<file path="src/rtl/cpu_pkg.sv">
`default_nettype none
// ============================================================================
// Module      : cpu_pkg
// Description : Shared datapath types and constants for the multi-cycle CPU.
//               Contents:
//                 stage_state_t - occupancy state of an operand stage register
//                 OPERAND_W     - default operand width in bits
// Revision    : 1.0 - initial release
// ============================================================================
package cpu_pkg;

  // The encoding doubles as the entry count, so it can be driven straight onto
  // the occupancy output.
  typedef enum logic [1:0] {
    ST_EMPTY = 2'd0,
    ST_ONE   = 2'd1,
    ST_TWO   = 2'd2
  } stage_state_t;

  localparam int OPERAND_W = 32;

endpackage : cpu_pkg
`default_nettype wire

</file>
<file path="src/rtl/operand_slot.sv">
`default_nettype none
// ============================================================================
// Module      : operand_slot
// Description : One NCH x WIDTH entry register with load enable. On reset,
//               every channel is loaded with RESET_VAL.
//   CLK   in  clock, rising edge
//   rst_n in  asynchronous active-low reset
//   load  in  capture d on the next rising edge
//   d     in  NCH*WIDTH entry to capture
//   q     out NCH*WIDTH held entry
// Revision    : 1.0 - initial release
// ============================================================================
module operand_slot #(
  parameter int               WIDTH     = 32,
  parameter int               NCH       = 2,
  parameter logic [WIDTH-1:0] RESET_VAL = '0
) (
  input  logic                 CLK,
  input  logic                 rst_n,
  input  logic                 load,
  input  logic [NCH*WIDTH-1:0] d,
  output logic [NCH*WIDTH-1:0] q
);

  logic [NCH*WIDTH-1:0] r_q;

  always_ff @(posedge CLK or negedge rst_n) begin
    if (!rst_n) begin
      r_q <= {NCH{RESET_VAL}};
    end else if (load) begin
      r_q <= d;
    end
  end

  assign q = r_q;

endmodule : operand_slot
`default_nettype wire

</file>
<file path="src/rtl/operand_stage_reg.sv">
`default_nettype none
// ============================================================================
// Module      : operand_stage_reg
// Description : Inter-stage operand register carrying NCH channels of WIDTH
//               bits. MODE 0 provides a valid/ready handshake with a 2-entry
//               skid buffer. MODE 1 is a legacy free-running latch.
//   CLK       in  clock, rising edge
//   rst_n     in  asynchronous active-low reset
//   in_valid  in  upstream presents data
//   in_ready  out stage can accept (decoded from state only)
//   in_data   in  channel k at [k*WIDTH +: WIDTH]
//   flush     in  synchronous discard of all held entries
//   out_valid out out_data holds a valid entry
//   out_ready in  downstream consumes
//   out_data  out head entry, driven directly from the main register
//   occupancy out number of entries held (0..2)
// Revision    : 1.0 - initial release
// ============================================================================
module operand_stage_reg
  import cpu_pkg::*;
#(
  parameter int               WIDTH     = OPERAND_W,
  parameter int               NCH       = 2,
  parameter int               MODE      = 0,
  parameter logic [WIDTH-1:0] RESET_VAL = '0
) (
  input  logic                 CLK,
  input  logic                 rst_n,
  input  logic                 in_valid,
  output logic                 in_ready,
  input  logic [NCH*WIDTH-1:0] in_data,
  input  logic                 flush,
  output logic                 out_valid,
  input  logic                 out_ready,
  output logic [NCH*WIDTH-1:0] out_data,
  output logic [1:0]           occupancy
);

  logic                 w_main_load;
  logic [NCH*WIDTH-1:0] w_main_d;

  // The main slot always holds the oldest entry and drives out_data directly.
  operand_slot #(
    .WIDTH     (WIDTH),
    .NCH       (NCH),
    .RESET_VAL (RESET_VAL)
  ) u_main (
    .CLK   (CLK),
    .rst_n (rst_n),
    .load  (w_main_load),
    .d     (w_main_d),
    .q     (out_data)
  );

  generate
    if (MODE == 0) begin : g_handshake
      stage_state_t         r_state;
      stage_state_t         w_state_nxt;
      logic                 w_accept;
      logic                 w_take;
      logic                 w_skid_load;
      logic [NCH*WIDTH-1:0] w_skid_q;

      operand_slot #(
        .WIDTH     (WIDTH),
        .NCH       (NCH),
        .RESET_VAL (RESET_VAL)
      ) u_skid (
        .CLK   (CLK),
        .rst_n (rst_n),
        .load  (w_skid_load),
        .d     (in_data),
        .q     (w_skid_q)
      );

      always_ff @(posedge CLK or negedge rst_n) begin
        if (!rst_n) begin
          r_state <= ST_EMPTY;
        end else begin
          r_state <= w_state_nxt;
        end
      end

      // Handshake outputs decode the state register only, so there is no
      // combinational path from out_ready to in_ready.
      assign in_ready  = (r_state != ST_TWO);
      assign out_valid = (r_state != ST_EMPTY);
      assign occupancy = r_state;

      assign w_accept = in_valid && in_ready;
      assign w_take   = out_valid && out_ready;

      always_comb begin
        w_state_nxt = r_state;
        w_main_load = 1'b0;
        w_main_d    = in_data;
        w_skid_load = 1'b0;
        if (flush) begin
          // Held entries and any accepted upstream entry are dropped; data
          // registers keep their old contents since out_valid goes low.
          w_state_nxt = ST_EMPTY;
        end else begin
          case (r_state)
            ST_EMPTY: begin
              if (w_accept) begin
                w_state_nxt = ST_ONE;
                w_main_load = 1'b1;
              end
            end
            ST_ONE: begin
              if (w_accept && w_take) begin
                w_main_load = 1'b1;
              end else if (w_accept) begin
                w_state_nxt = ST_TWO;
                w_skid_load = 1'b1;
              end else if (w_take) begin
                w_state_nxt = ST_EMPTY;
              end
            end
            ST_TWO: begin
              if (w_take) begin
                w_state_nxt = ST_ONE;
                w_main_load = 1'b1;
                w_main_d    = w_skid_q;
              end
            end
            default: begin
              w_state_nxt = ST_EMPTY;
            end
          endcase
        end
      end
    end else begin : g_legacy
      logic r_valid;

      always_ff @(posedge CLK or negedge rst_n) begin
        if (!rst_n) begin
          r_valid <= 1'b0;
        end else begin
          r_valid <= in_valid && !flush;
        end
      end

      assign in_ready    = 1'b1;
      assign out_valid   = r_valid;
      assign occupancy   = {1'b0, r_valid};
      assign w_main_load = 1'b1;
      assign w_main_d    = in_data;
    end
  endgenerate

endmodule : operand_stage_reg
`default_nettype wire

</file>
<file path="config.mk">
export PLATFORM = sky130hd
export DESIGN_NAME = operand_stage_reg
export DESIGN_NICKNAME = d
export VERILOG_FILES = /design/src/rtl/cpu_pkg.sv /design/src/rtl/operand_slot.sv /design/src/rtl/operand_stage_reg.sv
export SDC_FILE = /design/constraint.sdc
export NUM_CORES = 1
export LEC_CHECK = 0
export CELL_PAD_IN_SITES_DETAIL_PLACEMENT = 1
export CELL_PAD_IN_SITES_GLOBAL_PLACEMENT = 2
export CORE_MARGIN = 3
export CORE_UTILIZATION = 35
export DETAILED_ROUTE_END_ITERATION = 16
export PLACE_DENSITY = 0.78
export SETUP_SLACK_MARGIN = 0.3
export SKIP_LAST_GASP = 1
export SLEW_MARGIN = 20
export SYNTH_ARGS = -nofsm -noshare
export SYNTH_HDL_FRONTEND = slang
export SYNTH_SLANG_ARGS = --single-unit
</file>
<file path="constraint.sdc">
create_clock -name CLK -period 2.2 [get_ports CLK]
set_input_delay 0.44 -clock CLK [delete_from_list [all_inputs] [get_ports CLK]]
set_output_delay 0.44 -clock CLK [all_outputs]
set_load 0.01 [all_outputs]
</file>
==> results.toml, run 1 <==
[status]
outcome = "finished clean"

[clock_tree]
cts_tree = "done"
numCtsBuffers = 17
root_buffer = "clkbuf_16"
ctsHoldBuffers = 0
worstSkewPairLatency_ns = 0.42
htreeDepth = 4
clkTransAtPathRegs_ns = 0.05
cts.sinks = 130
clockBufferDepth = 2

[drt]
vias = 3523
wirelength_mm = 13.3
drc = 0
first_pass_iters = 4
drt.antenna.violating_nets = 0
post_drt_wl_per_cell_um = 18.1
viasPerCell = 4.79
drt_iter0_markers = 90

[global_route]
grt_overflow = 0
antenna_found_initial = 0
grt_pass1_vias = 4120
grt_pass1_wl_mm = 21.4
grt_start_max_net_pins = 131
track_usage_pct = 15.3

[timing]
setup_viol = 0
period_needed_ns = 1.93
slew_violations = 0
rsz0062_at_grt = "yes"
fmax_mhz = 519
slew_headroom_pct = 53.0
finalHoldWorstSlack_ns = 0.137
worst_pin_slew_ns = 0.705
min_period_over_period_pct = 87.7
clock_skew_ns = 0.00505
finalHoldViolCount = 0

[die]
die_area_mm2 = 0.0182
die_h_um = 135
core.rowCount = 46
core_mm2 = 0.0161
start_util_pct = 36.1
die_x_um = 135
num_io_pins = 137

[worst_setup_path]
critPathMaxStageDelay_ns = 0.42
r2r-start = "occupancy[0]$_DFFE_PN0P_"
cp.required_ns = 2.50
rrSetupSlack_ns = 0.27
timing.rr.end = "u_main.q[28]$_DFFE_PN0P_"
path_buf_inv = 2
crit_path_top_delay_cell = "dfrtp_2"
start_kind = "flop"
critical-path-top-delay-family = "multiplexers"
crit_fanout = 22
ff2ff_path_depth = 5
crit_path_start = "occupancy[0]$_DFFE_PN0P_"
arrival_ns = 2.23
path_cells = "buf_4 > and4bb_4 > buf_12 > mux2_2 > mux2_4"
endpoint_kind = "flop"
crit_type = "flop to flop"

[cells_and_area]
utilization_pct = 50.0
nets = 576
area.growth.synth_to_final_pct = 38.3
drive_above_1_share_pct = 47.9
diodes = 0
fill_cells = 1552

[power_and_ir_drop]
power_uw = 7620
p_per_area_mw_per_mm2 = 950
switching_power_uw = 1870
seq_power_share_pct = 43.2
leakage_uw = 0.00335
vdd_ir_drop_max_v = 0.000550
cellInternalPower_uw = 5760
combPwrFrac_pct = 21.9
swShare_pct = 24.5
clkPwrFrac_pct = 34.9

[logic_synthesis]
yosys.area.top_type = "dfrtp_1"
ys_top_cells_by_area = "dfrtp_1, mux2_2, mux2_4"
yosysWarningCount = 0
postSynthCellCount = 356
synth_fp_nets = 425
yosysSeqAreaShare_pct = 56.1
netlist.area_leader.share_pct = 56.1
avgSynthCellArea_um2 = 16.3
synth.distinct_cells = 19
ys_seq_elements = 130
synth_area_mm2 = 0.00580

[job]
maxCapViolCount = 0

[min_path]
hold_class = "input pin to asynchronous set/reset pin"

[place]
dp_hpwl_mm = 8.94
numPortBuffers = 136
gp_congestion = 0.699
-- layer usage --
layer  global-route usage (%)  share of wire (%)  up-vias
met2                     24.7                 48      110
met5                        0                  0        -
li1                         -                  -     1595
met4                     5.60                1.4        0
met3                     5.81                6.5       15
met1                     18.6                 44     1803
-- cell families (layout without fill, tap and decap cells) --
kind of cell	count (synthesis)	count (layout)	synth area share, %
muxes	193	193	38.9
buffers and inverters	20	184	3.10
DFF	130	130	56.1
and+or+nand+nor	9	9	1.23
AOI/OAI and AO/OA	4	4	0.755
-- placed cells by master, fill, tap and decap left out, types with 2 or more instances in the layout --
cell type	count
mux2_2	170
clkdlybuf4s50_1	133
dfrtp_1	128
mux2_4	22
clkbuf_16	17
buf_4	9
buf_12	5
clkinv_2	4
clkinvlp_4	4
clkbuf_8	4
buf_6	3
clkbuf_1	2
dfrtp_2	2
-- Yosys cell counts, drive strengths merged --
| cell type | number |
|---|---|
| a21oi | 1 |
| and4bb | 1 |
| buf | 19 |
| clkbuf | 1 |
| dfrtp | 130 |
| mux2 | 192 |
| mux2i | 1 |
| nand2 | 2 |
| nand4bb | 1 |
| nor2 | 1 |
| nor4b | 1 |
| o21ba | 1 |
| o31ai | 2 |
| or2 | 1 |
| or2b | 1 |
| or3b | 1 |
-- state kept, by name, indices dropped and copies added, names as in the netlist --
name                  cells
occupancy                 2
u_main.q                 64
g_handshake.u_skid.q     64
-- worst reg2reg max path, cell delays in order, from the launching register on --
cell and delay [ns]:
dfrtp_2 0.42, buf_4 0.16, and4bb_4 0.38, buf_12 0.20, mux2_2 0.38, mux2_4 0.26
-- what timing repair did --
item	in CTS	in global routing
setup endpoints to repair	6	131
gates resized for setup	5	4
gates cloned	0	0
setup buffers	1	2
-- power by group through the flow --
stage                     Combinational (µW)  Clock (µW)  Sequential, µW
after floorplan                          741           0            3360
after global placement                  1630           0            3300
after detailed placement                1690           0            3340
after CTS                               1700        2750            3300
after global routing                    1800        2870            3370
final                                   1670        2660            3290
-- through the flow --
stage                     instance area (µm²)  setup TNS [ns]  std cells  setup slack, ns
after detailed placement                 7420           -8.87        701           -0.148
after CTS                                8000               0        734            0.266
after global placement                   7420           -4.00        701          -0.0947
final                                    8030               0        736            0.271
after floorplan                          5800               0        356            0.452
after global routing                     8030               0        736            0.224
-- worst max path at each step --
stage	to	depth (start not counted)
finish	u_main.q[28]$_DFFE_PN0P_	5
global route	u_main.q[36]$_DFFE_PN0P_	5
CTS	u_main.q[6]$_DFFE_PN0P_	5
detailed placement	u_main.q[6]$_DFFE_PN0P_	5
global placement	u_main.q[45]$_DFFE_PN0P_	5
floorplan	u_main.q[10]$_DFFE_PN0P_	4
-- layout make-up --
type | instances | area (µm²) | share of cell area (%)
clock buffers | 23 | 488 | 6.08
multi-input cells | 206 | 2380 | 29.7
well taps | 216 | 270 | 3.37
repair buffers | 152 | 1550 | 19.3
clock inverters | 9 | 80.1 | 0.998
flip-flops and latches | 130 | 3260 | 40.6
Power figures use the tool's default switching activity.
==> run 2, diff against run 1 <==
- CELL_PAD_IN_SITES_GLOBAL_PLACEMENT: 2 -> 1
- CORE_UTILIZATION: 35 -> 41
==> results.toml, run 2 (same netlist as run 1, synthesis figures left out) <==
[die]
start_util_pct = 42.8
die_area_mm2 = 0.0156
die_x_um = 125
num_io_pins = 137
core_mm2 = 0.0136
core.rowCount = 42
die_h_um = 125

[drt]
vias = 3648
first_pass_iters = 5
wirelength_mm = 15.4
drt_iter0_markers = 148
drc = 0
post_drt_wl_per_cell_um = 21.6
viasPerCell = 5.11
drt.antenna.violating_nets = 0

[timing]
fmax_mhz = 513
slew_violations = 0
slew_headroom_pct = 75.5
fin_tns_setup_ns = 0
worst_pin_slew_ns = 0.357
finalHoldWorstSlack_ns = 0.500
min_period_over_period_pct = 88.6
rsz0062_at_grt = "yes"
period_needed_ns = 1.95
setup_viol = 0
clock_skew_ns = 0.00610
finalHoldViolCount = 0

[worst_setup_path]
crit_path_top_delay_cell = "dfrtp_2"
cp.required_ns = 2.49
crit_type = "flop to flop"
start_kind = "flop"
critPathMaxStageDelay_ns = 0.43
path_cells = "buf_6 > and4bb_4 > buf_12 > buf_8 > mux2_2 > mux2_4"
crit_fanout = 7
arrival_ns = 2.24
endpoint_kind = "flop"

[clock_tree]
root_buffer = "clkbuf_16"
htreeDepth = 4
cts.sinks = 130
numCtsBuffers = 17
clkTransAtPathRegs_ns = 0.05
worstSkewPairLatency_ns = 0.41
clockBufferDepth = 2
cts_tree = "done"

[global_route]
grt_pass1_wl_mm = 21.5
grt_pass1_vias = 4008
grt_start_max_net_pins = 55
antenna_found_initial = 0
grt_overflow = 0
track_usage_pct = 17.4

[job]
maxCapViolCount = 0

[power_and_ir_drop]
leakage_uw = 0.00379
p_per_area_mw_per_mm2 = 916
vdd_ir_drop_max_v = 0.000480

[cells_and_area]
nets = 594
area.growth.synth_to_final_pct = 48.4
fill_cells = 1239
diodes = 0
design_area_mm2 = 0.00861
final_common_cell = "clkdlybuf4s50_1"
drive_above_1_share_pct = 49.3
final_cell_mix = "clkdlybuf4s50_1, dfrtp_1, mux2_4"
fin_cells = 714

[place]
numPortBuffers = 136
gp_congestion = 0.786
dp_hpwl_mm = 9.21
placed_area_mm2 = 0.00752
place_inst = 668

[status]
outcome = "finished clean"

[min_path]
hold_class = "input pin to asynchronous set/reset pin"
[run 2: cell count changes in the layout (fill, tap and decap cells not counted), sizes merged]
cell / delta
clkbuf: +11
clkinv: -1
dlygate4sd2: +1
bufinv: -1
buf: +12
clkdlybuf4s15: -1
dlygate4sd3: +1
clkinvlp: -4
[run 2: critical path: cells and delay by family, from the launching register on]
| kind | cells | cell delay (ns) |
|---|---|---|
| flops | 1 | 0.43 |
| buf+inv | 3 | 0.44 |
| simple gates | 1 | 0.36 |
| mux | 2 | 0.61 |
[run 2: where the power goes]
group	switching [µW]	internal (µW)	total [µW]
combinational	621	1250	1870
clock	967	1710	2670
sequential	349	2990	3340
total	1940	5950	7880
[run 2: final timing paths]
| check | cells past startpoint | start | end | slack (ns) |
|---|---|---|---|---|
| max reg2reg | 6 | occupancy[0]$_DFFE_PN0P_ | u_main.q[29]$_DFFE_PN0P_ | 0.25 |
| min in group CLK | 1 | g_handshake.u_skid.q[59]$_DFFE_PN0P_ | g_handshake.u_skid.q[59]$_DFFE_PN0P_ | 0.50 |
| max | 6 | occupancy[0]$_DFFE_PN0P_ | u_main.q[29]$_DFFE_PN0P_ | 0.25 |
| min | 2 | rst_n | u_main.q[24]$_DFFE_PN0P_ | 0.50 |
| max in group asynchronous | 3 | rst_n | occupancy[0]$_DFFE_PN0P_ | 1.07 |
| min reg2reg | 1 | g_handshake.u_skid.q[59]$_DFFE_PN0P_ | g_handshake.u_skid.q[59]$_DFFE_PN0P_ | 0.50 |
[run 2: final cells by class]
type / instances / area, µm² / area share, %
sequential: 130 / 3260 / 37.8
multi-input combinational: 206 / 2660 / 30.9
timing repair buffer: 170 / 1900 / 22.0
clock buffer: 29 / 561 / 6.51
tap: 176 / 220 / 2.56
clock inverter: 3 / 15.0 / 0.174
[run 2: repair_timing]
action                                  CTS  global route
setup buffers                             2             4
endpoints found under the hold margin    26             0
hold buffers                              1             0
resized for setup                         4            79
cloned                                    0             7
endpoints found under the setup margin    4            65
pin swaps                                 0             1
[run 2: per-layer routing]
metal	vias to the layer above	wire (µm)	GRT usage (%)	part of all wire, %
li1	1629	-	-	-
met1	1903	6840	21.6	44
met2	107	7540	28.5	49
met3	9	946	6.87	6.1
met4	0	81	4.78	0.53
met5	-	0	0	0
[run 2: stage by stage]
step	total power (µW)	util, %	worst slack [ns]
2_1_floorplan	4100	-	0.452
3_5_place_dp	5080	55.5	-0.123
6_report	7880	63.5	0.252
3_3_place_gp	4960	55.5	-0.0443
5_1_grt	8260	63.5	0.212
4_1_cts	7800	59.9	0.252
==> run 3, diff against run 2 <==
- SLEW_MARGIN: 20 -> 10
==> results of run 3 <==
No change in the layout: final DEF, timing and power equal those of run 2.
